### src/rtl/pc_sp_unit_pkg.sv
// Shared constants and helpers for the YASAC program counter / stack pointer
// datapath. The stack guard is controlled by the PCSP_STACK_GUARD_EN macro.
package pc_sp_unit_pkg;

    localparam int               PCSP_PC_W       = 8;
    localparam int               PCSP_DATA_W     = 8;
    localparam logic [7:0]       PCSP_SP_TOP     = 8'hFF;
    localparam int               PCSP_STACK_SIZE = 32;

    // Action taken on the program counter in one cycle.
    typedef enum logic [1:0] {
        PC_HOLD  = 2'd0,
        PC_CLR   = 2'd1,
        PC_WRITE = 2'd2,
        PC_INC   = 2'd3
    } pc_op_t;

    // Resolves the PC strobes with priority CLR > WRITE > INC > hold.
    function automatic pc_op_t pc_decode(input logic clr, input logic write, input logic inc);
        if (clr)        return PC_CLR;
        else if (write) return PC_WRITE;
        else if (inc)   return PC_INC;
        else            return PC_HOLD;
    endfunction

endpackage

### src/rtl/pc_sp_unit_program_counter.sv
// Program counter register with its priority mux and load-value select.
// A load takes the low PC_W bits of MEM_DATA (RET) or ALU_RESULT (JMP/BRxx/CALL).
module program_counter
    import pc_sp_unit_pkg::*;
#(
    parameter int PC_W   = PCSP_PC_W,
    parameter int DATA_W = PCSP_DATA_W
) (
    input  logic              clk,
    input  logic              reset,
    input  logic              clr,
    input  logic              inc,
    input  logic              write,
    input  logic              read_mem,
    input  logic [DATA_W-1:0] alu_result,
    input  logic [DATA_W-1:0] mem_data,
    output logic [PC_W-1:0]   pc
);

    logic [DATA_W-1:0] load_wide;
    logic [PC_W-1:0]   load_value;
    pc_op_t            op;

    // Select the load source and resolve the strobe priority.
    always_comb begin
        // NOTE: every combinational output gets a default first so no path can infer a latch.
        load_wide  = read_mem ? mem_data : alu_result;
        load_value = PC_W'(load_wide);
        op         = pc_decode(clr, write, inc);
    end

    // PC register; synchronous reset overrides every strobe, INC wraps naturally.
    always_ff @(posedge clk) begin
        // NOTE: state registers use non-blocking assignment so all flops update together at the edge.
        if (reset) begin
            pc <= '0;
        end else begin
            unique case (op)
                PC_CLR:   pc <= '0;
                PC_WRITE: pc <= load_value;
                PC_INC:   pc <= pc + 1'b1;
                default:  pc <= pc;
            endcase
        end
    end

endmodule

### src/rtl/pc_sp_unit.sv
// Program counter and stack pointer datapath for YASAC.
// The stack grows downward: push is post-decrement, pop is pre-increment.
// Define PCSP_STACK_GUARD_EN to block pushes when full / pops when empty and
// raise the sticky STACK_OVF / STACK_UNF flags; otherwise SP simply wraps.
module pc_sp_unit
    import pc_sp_unit_pkg::*;
#(
    parameter int                PC_W       = PCSP_PC_W,
    parameter int                DATA_W     = PCSP_DATA_W,
    parameter logic [DATA_W-1:0] SP_TOP     = DATA_W'(PCSP_SP_TOP),
    parameter int                STACK_SIZE = PCSP_STACK_SIZE
) (
    input  logic              CLK,
    input  logic              RESET,
    input  logic              CLR_PROGCOUNT,
    input  logic              INC_PROGCOUNT,
    input  logic              WRITE_PROGCOUNT,
    input  logic              READ_PROGCOUNT,
    input  logic              PRESET_STACKPTR,
    input  logic              INC_STACKPTR,
    input  logic              DEC_STACKPTR,
    input  logic              READ_STACKPTR,
    input  logic              READ_MEM,
    input  logic [DATA_W-1:0] ALU_RESULT,
    input  logic [DATA_W-1:0] MEM_DATA,
    output logic [PC_W-1:0]   PC,
    output logic [DATA_W-1:0] BUS_OUT,
    output logic              BUS_OE,
    output logic [DATA_W-1:0] STACK_DEPTH,
    output logic              STACK_OVF,
    output logic              STACK_UNF
);

    logic [DATA_W-1:0] sp;
    logic              push;
    logic              pop;

    program_counter #(
        .PC_W   (PC_W),
        .DATA_W (DATA_W)
    ) u_program_counter (
        .clk        (CLK),
        .reset      (RESET),
        .clr        (CLR_PROGCOUNT),
        .inc        (INC_PROGCOUNT),
        .write      (WRITE_PROGCOUNT),
        .read_mem   (READ_MEM),
        .alu_result (ALU_RESULT),
        .mem_data   (MEM_DATA),
        .pc         (PC)
    );

    // A simultaneous INC and DEC cancel out and hold SP.
    assign push = DEC_STACKPTR & ~INC_STACKPTR;
    assign pop  = INC_STACKPTR & ~DEC_STACKPTR;

    // Depth and bus drive follow the current registers; SP wins the bus over PC.
    always_comb begin
        STACK_DEPTH = SP_TOP - sp;
        BUS_OE      = READ_PROGCOUNT | READ_STACKPTR;
        BUS_OUT     = '0;
        if (READ_STACKPTR)       BUS_OUT = sp;
        else if (READ_PROGCOUNT) BUS_OUT = DATA_W'(PC);
    end

`ifdef PCSP_STACK_GUARD_EN
    logic full;
    logic empty;
    logic ovf_q;
    logic unf_q;

    assign full      = (STACK_DEPTH == DATA_W'(STACK_SIZE));
    assign empty     = (STACK_DEPTH == '0);
    assign STACK_OVF = ovf_q;
    assign STACK_UNF = unf_q;

    // SP and sticky flags: preset clears both, the guard blocks illegal moves.
    always_ff @(posedge CLK) begin
        if (RESET || PRESET_STACKPTR) begin
            sp    <= SP_TOP;
            ovf_q <= 1'b0;
            unf_q <= 1'b0;
        end else if (push) begin
            if (full) ovf_q <= 1'b1;
            else      sp    <= sp - 1'b1;
        end else if (pop) begin
            if (empty) unf_q <= 1'b1;
            else       sp    <= sp + 1'b1;
        end
    end
`else
    assign STACK_OVF = 1'b0;
    assign STACK_UNF = 1'b0;

    // SP register, wrapping modulo 2**DATA_W.
    always_ff @(posedge CLK) begin
        if (RESET || PRESET_STACKPTR) sp <= SP_TOP;
        else if (push)                sp <= sp - 1'b1;
        else if (pop)                 sp <= sp + 1'b1;
    end
`endif

endmodule
### config.mk
export PLATFORM = sky130hd
export DESIGN_NAME = pc_sp_unit
export DESIGN_NICKNAME = d
export VERILOG_FILES = /design/src/rtl/pc_sp_unit_pkg.sv /design/src/rtl/pc_sp_unit_program_counter.sv /design/src/rtl/pc_sp_unit.sv
export SDC_FILE = /design/constraint.sdc
export NUM_CORES = 1
export LEC_CHECK = 0
export BUFFER_PORTS_ARGS = -buffer_cell sky130_fd_sc_hd__buf_2
export CORE_ASPECT_RATIO = 1.75
export CORE_MARGIN = 1
export CORE_UTILIZATION = 48
export DETAILED_ROUTE_END_ITERATION = 8
export PLACE_DENSITY = 0.79
export SLEW_MARGIN = 40
export SYNTH_ARGS = -nofsm -noshare
export SYNTH_HDL_FRONTEND = slang
export SYNTH_SLANG_ARGS = --single-unit
### constraint.sdc
create_clock -name CLK -period 3.17 [get_ports CLK]
set_clock_uncertainty 0.2 [all_clocks]
set_input_delay 0.634 -clock CLK [delete_from_list [all_inputs] [get_ports CLK]]
set_output_delay 0.634 -clock CLK [all_outputs]
set_load 0.02 [all_outputs]
After elaboration in Yosys (flattened, before gate mapping):

Index checks and enable logic that the tools add are counted.
Widths: inputs -> output; s select.

* bits in registers: 16
* bits of input ports: 27

* $add $sub $neg: 4
* eq/ne operators: 3
* multiplexer cells: 9
* bitwise operators: 5
* reduce and logical (&&, ||, !) cells: 3

Operators with widths (number)
* $mux 8: 5
* $pmux 8 s3: 1
* $add 8x1->8 const B: 2
* $sub 8x1->8 const B: 1
* $sub 8x8->8 const A: 1
* $mux 2: 3
* $eq 2x2->1 const B: 2
* $reduce_bool 3->1: 1
* $and 1x1->1: 2
* $eq 2x1->1 const B: 1
* $not 1->1: 2
* $reduce_bool 2->1: 1
* $logic_or 1x1->1: 1
* $or 1x1->1: 1

Depth between registers and ports, before layout:

Gate-level depths: netlist (run 1).

* depth after elaboration: 5
* mapped depth: 11
* mapped depth without buffers: 9

Hierarchy:

Synthesis (run 1) repeated with hierarchy kept, for this count alone.

* cells, all modules: 180
* area, all modules: 1447.6 um^2

By module, submodules not included
* pc_sp_unit: times used 1, cells an instance 125, area each 912.1 um^2, sequential area each 160.2 um^2
* program_counter: times used 1, cells an instance 55, area each 535.5 um^2, sequential area each 160.2 um^2

Worst setup path before layout (run 1):

OpenSTA, ideal clock, no wires.

* path kind: input port to flip-flop
* start point: input port INC_STACKPTR
* end point: register sp[6]
* setup time: 0.078 ns
* data arrival time: 2.606 ns
* data required time: 2.892 ns
* path slack: 0.287 ns
* stages: 11
* cell sequence: inv_1 ha_1 buf_2 buf_1 xor2_1 ha_1 or3_1 a21oi_1 or4_1 and4_1 nor3_1

* longest elaborated chain between the ends: 3
* elaborated cells on any way between the ends: 5

Ends and longest elaborated chain
* from (decl): line pc_sp_unit.sv:20 `input logic INC_STACKPTR,`
* $not 1->1: line pc_sp_unit.sv:54 `assign push = DEC_STACKPTR & ~INC_STACKPTR;`
* $and 1x1->1: line pc_sp_unit.sv:54
* $mux 8 / $reduce_bool 2->1 (equally long branches)
* to (signal assigned): line pc_sp_unit.sv:98 `else if (push) sp <= sp - 1'b1;`
* to (signal assigned): line pc_sp_unit.sv:99 `else if (pop) sp <= sp + 1'b1;`
* to (decl): line pc_sp_unit.sv:34 `logic [DATA_W-1:0] sp;`

Parallel ways exist; a longest one is shown, timed or not.
A chain may end at the register's enable or synchronous reset.

Worst setup path in the final report (run 1):

Ends and elaborated chain as after synthesis.

==> run metrics, run 1 <==
postcts setup bufs=0; die area=3050 µm²; Critical Path RT=3150 ps; yosys warns=0; pwr dens=365 nW/µm²; Clock Tree Buf Depth=2; Ports=54; cell area after layout=1600 µm²; post-route ant nets=0; largest net degree at the start of global routing=19; top_reg_cell synth=dfxtp_1; R2R cell count=7; sequential fraction of the synthesis area=23.6%; area leader, netlist=dfxtp_1; RePlAce Congestion=0.829; area share of the largest cell type after synthesis=23.6%; hold slack=336 ps; HP Class=flip-flop to flip-flop; Critical Path End Type=flip-flop; initial antenna violation count=0; TritonCTS Buffers=3; first-pass GRT wire length=5130 µm; worst setup path class=input port to flip-flop; core outline area=2690 µm²; clock root cell=clkbuf_8; Post-DP Area=1560 µm²; Synth area leaders=dfxtp_1 (24%), mux2i_1 (8.1%), nand2_1 (6.6%); post-synthesis async set-or-reset flop share=0%; number of synthesized flops with an enable pin=0; TritonCTS clock tree=done; IO buf count=51; crit-path max FO=4; Worst Tran Pin Value=640 ps; FP Rows=25; DR vias=1414; startpoint types=input port; area grow syn2layout=18.4%; worst reg2reg setup slack=790 ps; Die Height=72.3 µm; reported max-cap violation count=0; post-CTS resize count=0; Mapped Cells=189; Initial Util=50.4%; Layout Nets=259; Final Hold Vio Count=0; via/cell ratio=5.59; Tmin final=2460 ps; leakage=0.812 nW; outcome=completed; share of cells above drive strength 1=25.2%; wirelength, routed=3100 µm; most frequent cells in the layout=buf_2 (51), nand2_1 (24), dfxtp_1 (16), inv_1 (12); hold depth=2; Max VDD drop=314 µV; H-tree depth=1; final setup vio count=0; DRC errors left=0; post-route clock period utilization=77.5%; Inserted Diodes=0; max-slew violations=0; Sink Count=16; number of global-route vias before repair=1252; Detailed Place HPWL=2400 µm; drt pass-1 iters=4; overflow left after global routing=0; Slew Limit Headroom=57.2%; wire length per cell=12.2 µm; RSZ-0062 raised after global routing=no; total track usage=21.3%; initial detailed-routing violation count=27; most common cell after layout, fill and taps aside=buf_2; synth unique cells=40; crit path DAT=2430 ps; Synth Register Bits=16; fmax=0.407 GHz; CTS Hold Bufs=0; Clk Latency, worst-skew pair=250 ps; die width=42.2 µm; Reg clk slew, reported paths=60 ps; Mean Syn Cell Area=7.17 µm²; synthesized cell area=1360 µm²; Setup TNS=0 ps
## path summary, 6_finish.rpt
kind | start | endpoint
max | INC_STACKPTR | sp[6]$_SDFFE_PP1P_
min | sp[7]$_SDFFE_PP1P_ | sp[7]$_SDFFE_PP1P_
max reg2reg | sp[1]$_SDFFE_PP1P_ | sp[6]$_SDFFE_PP1P_
min reg2reg | sp[7]$_SDFFE_PP1P_ | sp[7]$_SDFFE_PP1P_
## worst max-delay path, cell delays in order
cell	delay (ps)
buf_2	90
inv_1	70
ha_1	190
xor2_1	160
ha_1	200
or3_1	110
a21oi_1	90
or4_1	560
and4_1	170
nor3_1	170
## where the power goes
part	leakage, nW	total [mW]	switching, mW	internal, mW
clock	0.0216	0.154	0.0701	0.0843
sequential	0.131	0.241	0.0269	0.214
combinational	0.659	0.191	0.111	0.0807
## cell families (layout without fill, tap and decap cells)
| kind of cell | Yosys count | in the layout | share of synthesized area (%) |
|---|---|---|---|
| muxes | 11 | 11 | 8.13 |
| adders and majority gates | 4 | 4 | 3.69 |
| AOI/OAI and AO/OA | 45 | 45 | 21.2 |
| and+or+nand+nor | 69 | 69 | 25.1 |
| xor gates and xnor gates | 12 | 12 | 7.76 |
| other | 1 | 2 | 0.277 |
| buffers and inverters | 31 | 67 | 10.2 |
| DFF | 16 | 16 | 23.6 |
## per-stage QoR
step | util, % | power [mW] | instances | worst slack, ps
after global placement | 58.1 | 0.433 | 250 | 522
final | 59.6 | 0.586 | 253 | 713
after floorplan | - | 0.382 | 190 | 287
after global routing | 59.6 | 0.621 | 253 | 574
after CTS | 59.6 | 0.589 | 253 | 708
after detailed placement | 58.1 | 0.436 | 250 | 457
## cell type report
class	count	area, µm²
Clock buffer	3	41.3
Fill cell	276	1090
Inverter	12	45.0
Multi-Input combinational cell	143	901
Sequential cell	16	320
Tap cell	27	33.8
Timing Repair Buffer	52	263
## sequential cells by signal (all words and copies together), names as in the netlist
signal,cells
sp,8
u_program_counter.pc,8
## cell usage after synthesis (3+ instances only)
| cell | n |
|---|---|
| xor2_1 | 6 |
| a21oi_1 | 9 |
| nor3_1 | 6 |
| nand3_1 | 7 |
| clkbuf_1 | 10 |
| o21ai_1 | 4 |
| nand4_1 | 5 |
| a211oi_1 | 9 |
| buf_2 | 5 |
| dfxtp_1 | 16 |
| nor2_1 | 11 |
| or3_1 | 4 |
| o211ai_1 | 3 |
| ha_1 | 4 |
| o21ai_0 | 11 |
| xnor2_1 | 6 |
| inv_1 | 12 |
| nand2_1 | 24 |
| mux2i_1 | 11 |
## per-layer routing
metal  vias up  global-route usage [%]  share of wire (%)
li1        736                       -                  -
met1       620                    21.5                 40
met2        50                    41.4                 53
met3         8                    1.49                3.9
met4         0                    12.2                2.8
met5         -                       0                  0
No activity file was read; power rests on OpenSTA's default activity.
==> inputs of run 2 (changes only) <==
clock period = 2.4 ns   (was 3.17 ns; I/O delays follow)
==> run 2 against run 1 <==
Clock power rose by 35%; die area unchanged; total power rose by 37%; routed wire length grew 8.5%; design area up 6.9%; critical path depth stayed put; worst setup slack lost 560 ps; via count up 3.8%; sequential power rose by 28%; clock-buffer cell count unchanged; sequential share of layout area fell by 1.3 points; highest routed layer unchanged.
==> run metrics, run 2 (synthesis gave the netlist of run 1 again) <==
via/cell ratio=5.58; Reg clk slew, reported paths=60 ps; Final Power=805 µW; wirelength, routed=3360 µm; Setup TNS=0 ps; core outline area=2690 µm²; DR vias=1468; Detailed Place HPWL=2710 µm; Worst Min Path Start=CLR_PROGCOUNT; postcts setup bufs=0; overflow left after global routing=0; first-pass GRT wire length=5430 µm; share of cells above drive strength 1=30.5%; leakage=0.859 nW; Inserted Diodes=0; most common cell after layout, fill and taps aside=buf_2; wire length per cell=12.8 µm; die area=3050 µm²; max-slew violations=0; Tmin final=2250 ps; largest net degree at the start of global routing=18; total track usage=22.9%; drt pass-1 iters=4; TritonCTS clock tree=done; area grow syn2layout=26.5%; Clk Latency, worst-skew pair=250 ps; RePlAce Congestion=0.881; Ports=54; TritonCTS Buffers=3; DRC errors left=0; hold depth=3; die width=42.2 µm; HP Class=input port to flip-flop; startpoint types=input port; Placed Cells=260; Post-Layout Cell Count=263; crit-path max FO=4; crit path DAT=2240 ps; RSZ-0062 raised after global routing=no; Min-Delay Endpoint=u_program_counter.pc[7]$_SDFFE_PP0P_; hold slack=281 ps; pwr dens=470 nW/µm²; outcome=completed; Max VDD drop=330 µV; H-tree depth=1; IO buf count=51; CTS Hold Bufs=0; post-route ant nets=0; post-route clock period utilization=93.7%; final setup vio count=0; worst setup path class=input port to flip-flop; Layout Nets=269; Critical Path RT=2390 ps; FF-to-FF Start=sp[1]$_SDFFE_PP1P_; Util after Layout=63.7%; initial detailed-routing violation count=38; clock root cell=clkbuf_8; initial antenna violation count=0; Top Registers=sp (8), u_program_counter.pc (8); post-CTS resize count=0; Initial Util=50.4%; worst r2r dst=sp[4]$_SDFFE_PP1P_; reported max-cap violation count=0; worst reg2reg setup slack=340 ps; Die Height=72.3 µm; Critical Path End Type=flip-flop; FP Rows=25; number of global-route vias before repair=1290; fmax=0.445 GHz; R2R cell count=7; Sink Count=16; Final Hold Vio Count=0; most frequent cells in the layout=buf_2 (51), nand2_1 (24), dfxtp_1 (16); Clock Tree Buf Depth=2
==> run 2: cell types whose count changed in the layout (fill, tap and decap cells not counted) <==
cell and change:
buf_4 +10, a21oi_1 -2, a21oi_2 +2, ha_1 -2, ha_2 +1, ha_4 +1, inv_1 -1, inv_12 +1
==> run 2: layout make-up <==
class	instances	area, µm²
Clock buffer	3	41.3
Fill cell	259	976
Inverter	12	57.6
Multi-Input combinational cell	143	923
Sequential cell	16	320
Tap cell	27	33.8
Timing Repair Buffer	62	338
==> run 2: routing by layer <==
metal  vias to the layer above  global-route usage [%]  wire length [µm]
met5                         -                       0                 0
met1                       638                    23.0              1230
met4                         0                    13.5               129
met2                        62                    43.2              1830
met3                        13                    2.74               174
li1                        755                       -                 -
==> run 2: stage by stage <==
step           setup WS [ps]  instance area (µm²)
2_1_floorplan          -67.1                 1410
5_1_grt                 10.6                 1710
3_3_place_gp           -64.1                 1670
3_5_place_dp            -123                 1670
4_1_cts                  134                 1710
6_report                 152                 1710
==> run 2: worst max path at each step <==
| stage | startpoint | endpoint | slack (ps) | cells past startpoint |
|---|---|---|---|---|
| after floorplan | INC_STACKPTR | sp[4]$_SDFFE_PP1P_ | -70 | 11 |
| after global placement | INC_STACKPTR | sp[4]$_SDFFE_PP1P_ | -60 | 10 |
| after detailed placement | INC_STACKPTR | sp[4]$_SDFFE_PP1P_ | -120 | 10 |
| after CTS | INC_STACKPTR | sp[4]$_SDFFE_PP1P_ | 130 | 10 |
| after global routing | INC_STACKPTR | sp[4]$_SDFFE_PP1P_ | 10 | 10 |
| final | INC_STACKPTR | sp[4]$_SDFFE_PP1P_ | 150 | 10 |
==> run 2: where the power goes <==
group	total, mW	internal (mW)	leakage [nW]	switching [mW]
Combinational	0.288	0.122	0.706	0.165
Clock	0.208	0.112	0.0216	0.0969
Sequential	0.309	0.282	0.131	0.0266
Total	0.805	0.516	0.859	0.289
==> run 2: critical path, stage by stage <==
cell and delay (ps):
buf_2 160, inv_12 30, ha_4 150, xor2_1 150, ha_2 210, or3_1 120, a21oi_2 70, or4_1 520
a21oi_2 150, mux2i_1 180
==> inputs of run 3 (changes only) <==
PLACE_DENSITY = 0.91   (was 0.79)
==> run 3 against run 2 <==
Design area unchanged; sequential share of layout area is the same; utilization unchanged; total power increased by 0.16%; sequential cell count did not move; critical path depth unchanged; combinational power about the same; sequential power increased by 2%.
==> run metrics, run 3 (synthesis gave the netlist of run 1 again) <==
fmax=0.437 GHz; drt pass-1 iters=4; Die Height=72.3 µm; Max VDD drop=383 µV; crit-path cells=buf_2 > inv_12 > ha_4 > xor2_1 > ha_2 > or3_1 > a21oi_2 > or4_1 > a21oi_2 > mux2i_1; IO buf count=51; Ports=54; most frequent cells in the layout=buf_2 (51), nand2_1 (24), dfxtp_1 (16); Layout Nets=269; Setup TNS=0 ps; CP Buf/Inv Count=2; Min-Delay Endpoint=u_program_counter.pc[7]$_SDFFE_PP0P_; crit-path max FO=4; number of global-route vias before repair=1448; Reg clk slew, reported paths=60 ps; hold depth=3; leakage=0.861 nW; clock root cell=clkbuf_8; crit path DAT=2280 ps; Post-Layout Cell Count=263; CTS Hold Bufs=0; Clock Tree Buf Depth=2; core outline area=2690 µm²; post-CTS resize count=0; startpoint types=input port; DRC errors left=0; area grow syn2layout=26.5%; worst setup path class=input port to flip-flop; wire length per cell=13.5 µm; FF-to-FF Start=sp[3]$_SDFFE_PP1P_; CP top delay family=simple AND/OR/NAND/NOR gates; hold slack=275 ps; HP Class=input port to flip-flop; CP max stage delay=540 ps; Final Hold Vio Count=0; TritonCTS clock tree=done; FP Rows=25; max-slew violations=0; post-route clock period utilization=95.4%; Inserted Diodes=0; share of cells above drive strength 1=30.5%; total track usage=23.9%; Detailed Place HPWL=2710 µm; Clk Latency, worst-skew pair=250 ps; DR vias=1520; most common cell after layout, fill and taps aside=buf_2; initial antenna violation count=0; initial detailed-routing violation count=31; final setup vio count=0; RePlAce Congestion=0.787; RSZ-0062 raised after global routing=no; die width=42.2 µm; worst reg2reg setup slack=320 ps; Critical Path End Type=flip-flop; overflow left after global routing=0; TritonCTS Buffers=3; pwr dens=470 nW/µm²; fill count=242; wirelength, routed=3540 µm; largest net degree at the start of global routing=18; Placed Cells=260; reported max-cap violation count=0; via/cell ratio=5.78; H-tree depth=1; Top Registers=sp (8), u_program_counter.pc (8); Initial Util=50.4%; crit-path most repeated cell=a21oi_2; Tmin final=2290 ps; outcome=completed; worst r2r dst=sp[7]$_SDFFE_PP1P_; first-pass GRT wire length=5750 µm; CP max stage cell=or4_1; Critical Path RT=2390 ps; postcts setup bufs=0; Sink Count=16; post-route ant nets=0; R2R cell count=5; die area=3050 µm²; Worst Min Path Start=CLR_PROGCOUNT
run 3: where the power goes:
| group | switching [mW] | total [mW] | internal (mW) |
|---|---|---|---|
| registers | 0.0315 | 0.314 | 0.282 |
| clock network | 0.0942 | 0.206 | 0.111 |
| logic | 0.164 | 0.287 | 0.123 |
run 3: worst max-delay path by stage:
stage / startpoint / end / slack (ps) / cells after the start
final: INC_STACKPTR / sp[4]$_SDFFE_PP1P_ / 110 / 10
after global routing: INC_STACKPTR / sp[4]$_SDFFE_PP1P_ / 30 / 10
after CTS: INC_STACKPTR / sp[4]$_SDFFE_PP1P_ / 110 / 10
after detailed placement: INC_STACKPTR / sp[4]$_SDFFE_PP1P_ / -140 / 10
after global placement: INC_STACKPTR / sp[4]$_SDFFE_PP1P_ / -70 / 10
after floorplan: INC_STACKPTR / sp[4]$_SDFFE_PP1P_ / -70 / 11
run 3: metal layers:
layer	wire length (µm)	up-vias	global-route usage [%]
met5	0	-	0
met4	127	0	13.5
met3	189	16	2.99
met2	1930	69	48.4
met1	1290	681	21.4
li1	-	754	-
run 3: through the flow:
step / cell area, µm² / power (mW) / setup slack, ps / util [%]
after global routing: 1710 / 0.848 / 31.6 / 63.7
final: 1710 / 0.806 / 110 / 63.7
after detailed placement: 1670 / 0.601 / -137 / 62.2
after CTS: 1710 / 0.803 / 111 / 63.7
after floorplan: 1410 / 0.512 / -67.1 / -
after global placement: 1670 / 0.595 / -74.7 / 62.2
run 3: cell type report:
class	count	area, µm²	share of cell area, %
Inverter	12	57.6	3.36
Clock buffer	3	41.3	2.41
Tap cell	27	33.8	1.97
Sequential cell	16	320	18.7
Multi-Input combinational cell	143	923	53.9
Timing Repair Buffer	62	338	19.7
run 3: tightest hold or removal path: stages:
cell	delay, ps
buf_2	80
nor2_1	40
o211a_1	90
